### src/rtl/reg_dump.sv
// reg_dump: walks a register-file read port from FIRST_REG up to LAST_REG and
// streams every value out over a valid/ready handshake, one FETCH/PRESENT pair
// per word, closing each pass with a one-cycle DONE pulse.
// Optional feature macro: REG_DUMP_CSUM_EN appends an XOR checksum word (CSUM
// state) after the last register. Without it the pass is purely the registers.
module reg_dump #(
   parameter int unsigned FIRST_REG = 0,
   parameter int unsigned LAST_REG  = 31
) (
   input  logic        clk,
   input  logic        rst_n,
   input  logic        start,
   output logic [4:0]  ra,
   input  logic [31:0] busA,
   output logic        out_valid,
   input  logic        out_ready,
   output logic [31:0] out_data,
   output logic [4:0]  out_idx,
   output logic        out_last,
   output logic        busy,
   output logic        done
);

   localparam logic [4:0] FIRST_IDX = 5'(FIRST_REG);
   localparam logic [4:0] LAST_IDX  = 5'(LAST_REG);

   typedef enum logic [2:0] {
      S_IDLE    = 3'd0,
      S_FETCH   = 3'd1,
      S_PRESENT = 3'd2,
      S_DONE    = 3'd3
`ifdef REG_DUMP_CSUM_EN
      ,
      S_CSUM    = 3'd4
`endif
   } state_t;

   state_t      state_q, state_d;
   logic [4:0]  ra_q, ra_d;
   logic [31:0] out_data_q, out_data_d;
   logic [4:0]  out_idx_q, out_idx_d;
   logic        out_last_q, out_last_d;
   logic        out_valid_q, out_valid_d;
   logic        busy_q, busy_d;
   logic        done_q, done_d;
   logic        xfer_s;
   logic        at_last_s;

`ifdef REG_DUMP_CSUM_EN
   logic [31:0] acc_q, acc_d;

   // Running checksum: XOR of every register word accepted so far.
   function automatic logic [31:0] csum_fold(input logic [31:0] acc, input logic [31:0] word);
      return acc ^ word;
   endfunction
`endif

   // A word moves only while it is presented and the consumer accepts it;
   // out_valid is low outside PRESENT/CSUM, so out_ready is ignored there.
   assign xfer_s    = out_valid_q & out_ready;
   assign at_last_s = (ra_q == LAST_IDX);

   // State register.
   always_ff @(posedge clk or negedge rst_n) begin
      if (!rst_n) begin
         state_q <= S_IDLE;
      end else begin
         state_q <= state_d;
      end
   end

   // Next-state logic.
   always_comb begin
      state_d = state_q;
      case (state_q)
         S_IDLE: begin
            if (start) begin
               state_d = S_FETCH;
            end else begin
               state_d = S_IDLE;
            end
         end
         S_FETCH: begin
            state_d = S_PRESENT;
         end
         S_PRESENT: begin
            if (xfer_s) begin
               if (at_last_s) begin
`ifdef REG_DUMP_CSUM_EN
                  state_d = S_CSUM;
`else
                  state_d = S_DONE;
`endif
               end else begin
                  state_d = S_FETCH;
               end
            end else begin
               state_d = S_PRESENT;
            end
         end
`ifdef REG_DUMP_CSUM_EN
         S_CSUM: begin
            if (xfer_s) begin
               state_d = S_DONE;
            end else begin
               state_d = S_CSUM;
            end
         end
`endif
         S_DONE: begin
            state_d = S_IDLE;
         end
         default: begin
            state_d = S_IDLE;
         end
      endcase
   end

   // Datapath next values: read address walk, captured word and checksum.
   always_comb begin
      ra_d       = ra_q;
      out_data_d = out_data_q;
      out_idx_d  = out_idx_q;
      out_last_d = out_last_q;
`ifdef REG_DUMP_CSUM_EN
      acc_d      = acc_q;
`endif
      case (state_q)
         S_IDLE: begin
            if (start) begin
               ra_d = FIRST_IDX;
`ifdef REG_DUMP_CSUM_EN
               acc_d = 32'd0;
`endif
            end else begin
               ra_d = ra_q;
            end
         end
         S_FETCH: begin
            // ra has been stable for the whole cycle, so busA has settled.
            out_data_d = busA;
            out_idx_d  = ra_q;
`ifdef REG_DUMP_CSUM_EN
            out_last_d = 1'b0;
`else
            out_last_d = at_last_s;
`endif
         end
         S_PRESENT: begin
            if (xfer_s) begin
`ifdef REG_DUMP_CSUM_EN
               acc_d = csum_fold(acc_q, out_data_q);
`endif
               if (at_last_s) begin
                  // ra stays on LAST_REG; it never wraps past the end.
                  ra_d = ra_q;
`ifdef REG_DUMP_CSUM_EN
                  out_data_d = csum_fold(acc_q, out_data_q);
                  out_idx_d  = 5'd0;
                  out_last_d = 1'b1;
`endif
               end else begin
                  ra_d = ra_q + 5'd1;
               end
            end else begin
               ra_d = ra_q;
            end
         end
         default: begin
            ra_d = ra_q;
         end
      endcase
   end

   // Output flag next values, decoded from the next state so they register in step.
   always_comb begin
      out_valid_d = 1'b0;
      busy_d      = 1'b0;
      done_d      = 1'b0;
      case (state_d)
         S_IDLE: begin
            out_valid_d = 1'b0;
         end
         S_FETCH: begin
            busy_d = 1'b1;
         end
         S_PRESENT: begin
            out_valid_d = 1'b1;
            busy_d      = 1'b1;
         end
`ifdef REG_DUMP_CSUM_EN
         S_CSUM: begin
            out_valid_d = 1'b1;
            busy_d      = 1'b1;
         end
`endif
         S_DONE: begin
            busy_d = 1'b1;
            done_d = 1'b1;
         end
         default: begin
            out_valid_d = 1'b0;
         end
      endcase
   end

   // Datapath registers.
   always_ff @(posedge clk or negedge rst_n) begin
      if (!rst_n) begin
         ra_q       <= 5'd0;
         out_data_q <= 32'd0;
         out_idx_q  <= 5'd0;
         out_last_q <= 1'b0;
`ifdef REG_DUMP_CSUM_EN
         acc_q      <= 32'd0;
`endif
      end else begin
         ra_q       <= ra_d;
         out_data_q <= out_data_d;
         out_idx_q  <= out_idx_d;
         out_last_q <= out_last_d;
`ifdef REG_DUMP_CSUM_EN
         acc_q      <= acc_d;
`endif
      end
   end

   // Output flag registers.
   always_ff @(posedge clk or negedge rst_n) begin
      if (!rst_n) begin
         out_valid_q <= 1'b0;
         busy_q      <= 1'b0;
         done_q      <= 1'b0;
      end else begin
         out_valid_q <= out_valid_d;
         busy_q      <= busy_d;
         done_q      <= done_d;
      end
   end

   assign ra        = ra_q;
   assign out_valid = out_valid_q;
   assign out_data  = out_data_q;
   assign out_idx   = out_idx_q;
   assign out_last  = out_last_q;
   assign busy      = busy_q;
   assign done      = done_q;

endmodule

### config.mk
export PLATFORM = sky130hd
export DESIGN_NAME = reg_dump
export DESIGN_NICKNAME = d
export VERILOG_FILES = /design/src/rtl/reg_dump.sv
export SDC_FILE = /design/constraint.sdc
export NUM_CORES = 1
export LEC_CHECK = 0
export ABC_AREA = 1
export CAP_MARGIN = 40
export CORE_MARGIN = 5
export CORE_UTILIZATION = 35
export DETAILED_ROUTE_END_ITERATION = 7
export PLACE_DENSITY_LB_ADDON = 0.2
export SETUP_SLACK_MARGIN = 0.02
export SLEW_MARGIN = 0
export SYNTH_ARGS = -nofsm -noshare
export SYNTH_HDL_FRONTEND = slang
export SYNTH_SLANG_ARGS = --single-unit
### constraint.sdc
create_clock -name clk -period 2.05 [get_ports clk]
set_input_delay 0.205 -clock clk [delete_from_list [all_inputs] [get_ports clk]]
set_output_delay 0.205 -clock clk [all_outputs]
set_load 0.02 [all_outputs]
Word-level counts from Yosys, hierarchy flattened --
Cells that the tools add are included.
Operators by class: add/subtract/negate cells 1, multipliers 0, div/mod/pow operators 0, $lt $le $gt $ge 0, eq/ne operators 9, shift operators 0, mux-type cells 11, bitwise logic cells 1, reduce and logical (&&, ||, !) cells 4
Operators by type and width (number):
- $mux W5 | 3
- $pmux W5 S2 | 1
- $eq A3 B2 Y1 const B | 3
- $pmux W3 S3 | 1
- $eq A3 B1 Y1 const B | 2
- $ne A2 B2 Y1 const B | 3
- $add A5 B1 Y5 const B | 1
- $eq A5 B5 Y1 const B | 1
- $mux W1 | 4
- $reduce_and A4 Y1 | 1
- $logic_not A3 Y1 | 1
- $mux W3 | 1
- $reduce_or A3 Y1 | 1
- $mux W2 | 1
- $reduce_bool A2 Y1 | 1
- $and A1 B1 Y1 | 1
Storage, ports and cells: bits in registers 49, latch bits 0, memory bits (writable) 0, memory bits (read-only) 0, word-level logic and storage cells 34, memories 0

Depth between registers and ports, before layout --
depth in word-level cells 7, gate-level depth with buffers 9

Worst setup path before layout --
No wires, ideal clock.
kind reg-to-reg, start reg ra_q[0] (netlist: ra[0]), end reg busy_q (netlist: busy), setup time 0.124 ns, arrival time 1.482 ns, required time 1.926 ns, setup slack 0.444 ns, cell stages (with the launch flop) 8, clock period less this slack 1.606 ns, cell sequence dfrtp_1 > ha_1 > nand2_1 > nor2_1 > ha_1 > nor2_1 > o21ai_2 > or2_1
Between the ends: cells in the longest elaborated chain, start to end 7, elaborated cells between the ends (all ways) 9, those cells by class eq/ne: 4; mux: 4; reduce/logical: 1
RTL lines:
- from (decl) | RTL line 39 | logic [4:0] ra_q, ra_d;
- from (signal assigned) | RTL line 218 | ra_q <= ra_d;
- $eq A5 B5 Y1 * | RTL line 61 | assign at_last_s = (ra_q == LAST_IDX);
- named net at_last_s | RTL line 47 | logic at_last_s;
- $mux W2 * | RTL line 88 | if (at_last_s) begin
- $mux W3 * | RTL line 87 | if (xfer_s) begin
- $pmux W3 S3 * | RTL line 75 | case (state_q)
- named net state_d[1] | RTL line 38 | state_t state_q, state_d;
- $eq A3 B2 Y1 / $eq A3 B1 Y1 (equally long branches) | RTL line 180 | case (state_d)
- $reduce_or A3 Y1 (no source line) *
- $mux W1 * | RTL line 180
- named net busy_d | RTL line 44 | logic busy_q, busy_d;
- to (signal assigned) | RTL line 236 | busy_q <= busy_d;
- to (decl) | RTL line 44
The timed path passes the listed nets; every way through them passes the cells marked *. A chain may end at the register's enable or synchronous reset.

Worst setup path in the final report --
Ends and elaborated chain as after synthesis.

==> flow_metrics.py <==
metrics = {
    "placement": {
        "placed_area_mm2": 0.00284,
        "port_buffers": 81,
        "place.gp.congestion": 0.749,
        "dp_cells": 360,
        "dpl.hpwl_um": 3350,
        "pre_cts_slack_ns": 0.389,
    },
    "layout": {
        "antenna_cells": 0,
        "fin_nets": 334,
        "mostFrequentLayoutCell": "nand2_1",
        "drive_gt1_frac": 0.0709,
        "final_area_mm2": 0.00293,
        "final_cell_mix": "82 x nand2_1, 80 x clkdlybuf4s50_1, 48 x dfrtp_1",
        "stdcell_count": 368,
        "syn_to_final_growth_pct": 49.1,
        "utilization": 0.535,
    },
    "floorplanning": {
        "ios": 82,
        "die-area_mm2": 0.00721,
        "fp.dieH_um": 84.9,
        "core_area_mm2": 0.00547,
        "row_count": 27,
        "start_util": 0.359,
        "fp.dieW_um": 84.9,
    },
    "drt": {
        "finalWirelength_um": 4770,
        "vias": 1677,
        "wl_per_cell_um": 12.9,
        "postRouteAntennaNets": 0,
        "dr.pass1.iters": 3,
        "route.detailed.drc": 0,
        "drt_iter0_markers": 54,
        "via_per_inst": 4.56,
    },
    "yosys": {
        "synth-seq-cells": 48,
        "synth_top_area_cell": "dfrtp_1",
        "ys_seq_area_frac": 0.611,
        "synth.avg_cell_area_um2": 9.18,
        "synth_area_mm2": 0.00196,
        "synthCells": 214,
        "yosys_warnings": 0,
        "synth_top_area_share": 0.611,
        "synth_nets": 252,
        "synthTopCellsByArea": "dfrtp_1 61%, nand2_1 16%, nand3_1 9.9%",
        "synthDistinctLibCells": 20,
    },
    "worst_setup_path": {
        "worstPathArrival_ns": 1.85,
        "startpoint_type": "register",
        "ff2ff_setup_slack_ns": 0.38,
        "cp-end-kind": "register",
        "critPathKind": "reg2reg",
        "reg2reg_depth": 7,
        "timing.rr.end": "busy",
        "required_ns": 2.23,
        "timing.rr.start": "ra[0]",
        "crit_fanout": 7,
    },
    "clock_tree": {
        "cts_setup_buffers": 0,
        "tritoncts": "done",
        "cts_made_buffers": 5,
        "htreeDepth": 2,
        "clk_pin_slew_ns": 0.08,
        "cts-resized-gates": 0,
        "cts_max_path_buffers": 2,
        "root_buffer": "clkbuf_8",
        "clk_latency_ns": 0.29,
        "clock_sinks": 48,
        "cts_hold_buf": 1,
    },
    "timing": {
        "hold_viol_final": 0,
        "drv_slew": 0,
        "relSlewSlack": 0.622,
        "worst_pin_slew_ns": 0.566,
        "finalSetupViolCount": 0,
        "post-route-period-util": 0.812,
        "tns_ns": 0,
        "whs_ns": 0.449,
        "setup_slack_ns": 0.385,
        "clock.fmax_mhz": 601,
        "fin_crit_ns": 1.67,
        "skew_ns": 0.00468,
        "rsz0062_at_grt": "no",
    },
    "global_routing": {
        "grt_pass1_vias": 1690,
        "met3_usage": 0.0408,
        "grt_pass1_wl_um": 8140,
        "grt_usage": 0.139,
        "grt_overflow": 0,
        "grt_max_degree": 44,
        "met1_usage": 0.175,
        "antenna_found_initial": 0,
        "grt-busiest-layer": "met2",
        "use_met2": 0.231,
    },
    "outcome": {
        "status": "complete, no violations",
    },
    "pwr": {
        "total_power_mw": 4.30,
        "powerDensity_mw_per_mm2": 1470,
        "p_leak_nw": 1.40,
        "peakVddDrop_uv": 700,
    },
    "hold_path": {
        "hp-class": "in2async",
    },
    "job": {
        "drv_cap": 0,
    },
}
-- cell families (layout without fill, tap and decap cells) --
logic type                 Yosys count  after routing  synth area share
adders and majority gates            2              2            0.0127
DFF                                 48             48             0.611
AOI/OAI and AO/OA                    9              9            0.0268
buffers and inverters               20            102            0.0484
and+or+nand+nor                    135            135             0.301
-- worst max path at each step --
stage	from	cells past startpoint	end	slack [ns]
2_1_floorplan	ra[0]	7	busy	0.44
3_3_place_gp	ra[0]	7	busy	0.45
3_5_place_dp	ra[0]	7	busy	0.39
4_1_cts	ra[0]	7	busy	0.39
5_1_grt	ra[0]	9	ra[3]	0.27
6_report	ra[0]	7	busy	0.38
-- where the power goes --
| part | internal, mW | total [mW] | leakage, nW | switching [mW] |
|---|---|---|---|---|
| Clock | 0.232 | 0.522 | 0.0410 | 0.290 |
| Sequential | 1.34 | 1.57 | 0.608 | 0.232 |
| Combinational | 0.958 | 2.20 | 0.754 | 1.24 |
| Total | 2.53 | 4.30 | 1.40 | 1.76 |
-- worst max-delay path: stages, from the launching register on --
cell and delay [ns]:
dfrtp_1 0.46, ha_1 0.25, nand2_1 0.08, nor2_1 0.05, ha_1 0.19, nor2_1 0.20
o21ai_2 0.10, or2_1 0.24
-- cell usage after synthesis (all sizes together) --
cell and count:
nand2 86, dfrtp 48, nand3 40, buf 9
inv 9, o21ai 8, nor2 6, clkbuf 2
ha 2, a21oi 1, nand4 1, nor3b 1
or2 1
-- cell type report --
| cell class | instances | area (µm²) |
|---|---|---|
| clock buffer | 6 | 72.6 |
| clock inverter | 1 | 5.00 |
| fill | 523 | 2540 |
| inverter | 9 | 33.8 |
| multi-input combinational | 146 | 668 |
| sequential | 48 | 1200 |
| tap | 72 | 90.1 |
| timing repair buffer | 86 | 858 |
-- flip-flops by register name, indices dropped and copies added (netlist names) --
name       count
ra             5
state_q        2
busy           1
out_last       1
done           1
out_valid      1
out_data      32
out_idx        5
-- layer usage --
layer | vias up | share of wire | wire length (µm)
met3 | 2 | 0.069 | 329
li1 | 845 | - | -
met5 | - | 0 | 0
met4 | 0 | 0.0057 | 27
met1 | 774 | 0.47 | 2220
met2 | 56 | 0.46 | 2180
Note: power is estimated with default switching activity, not from simulation.
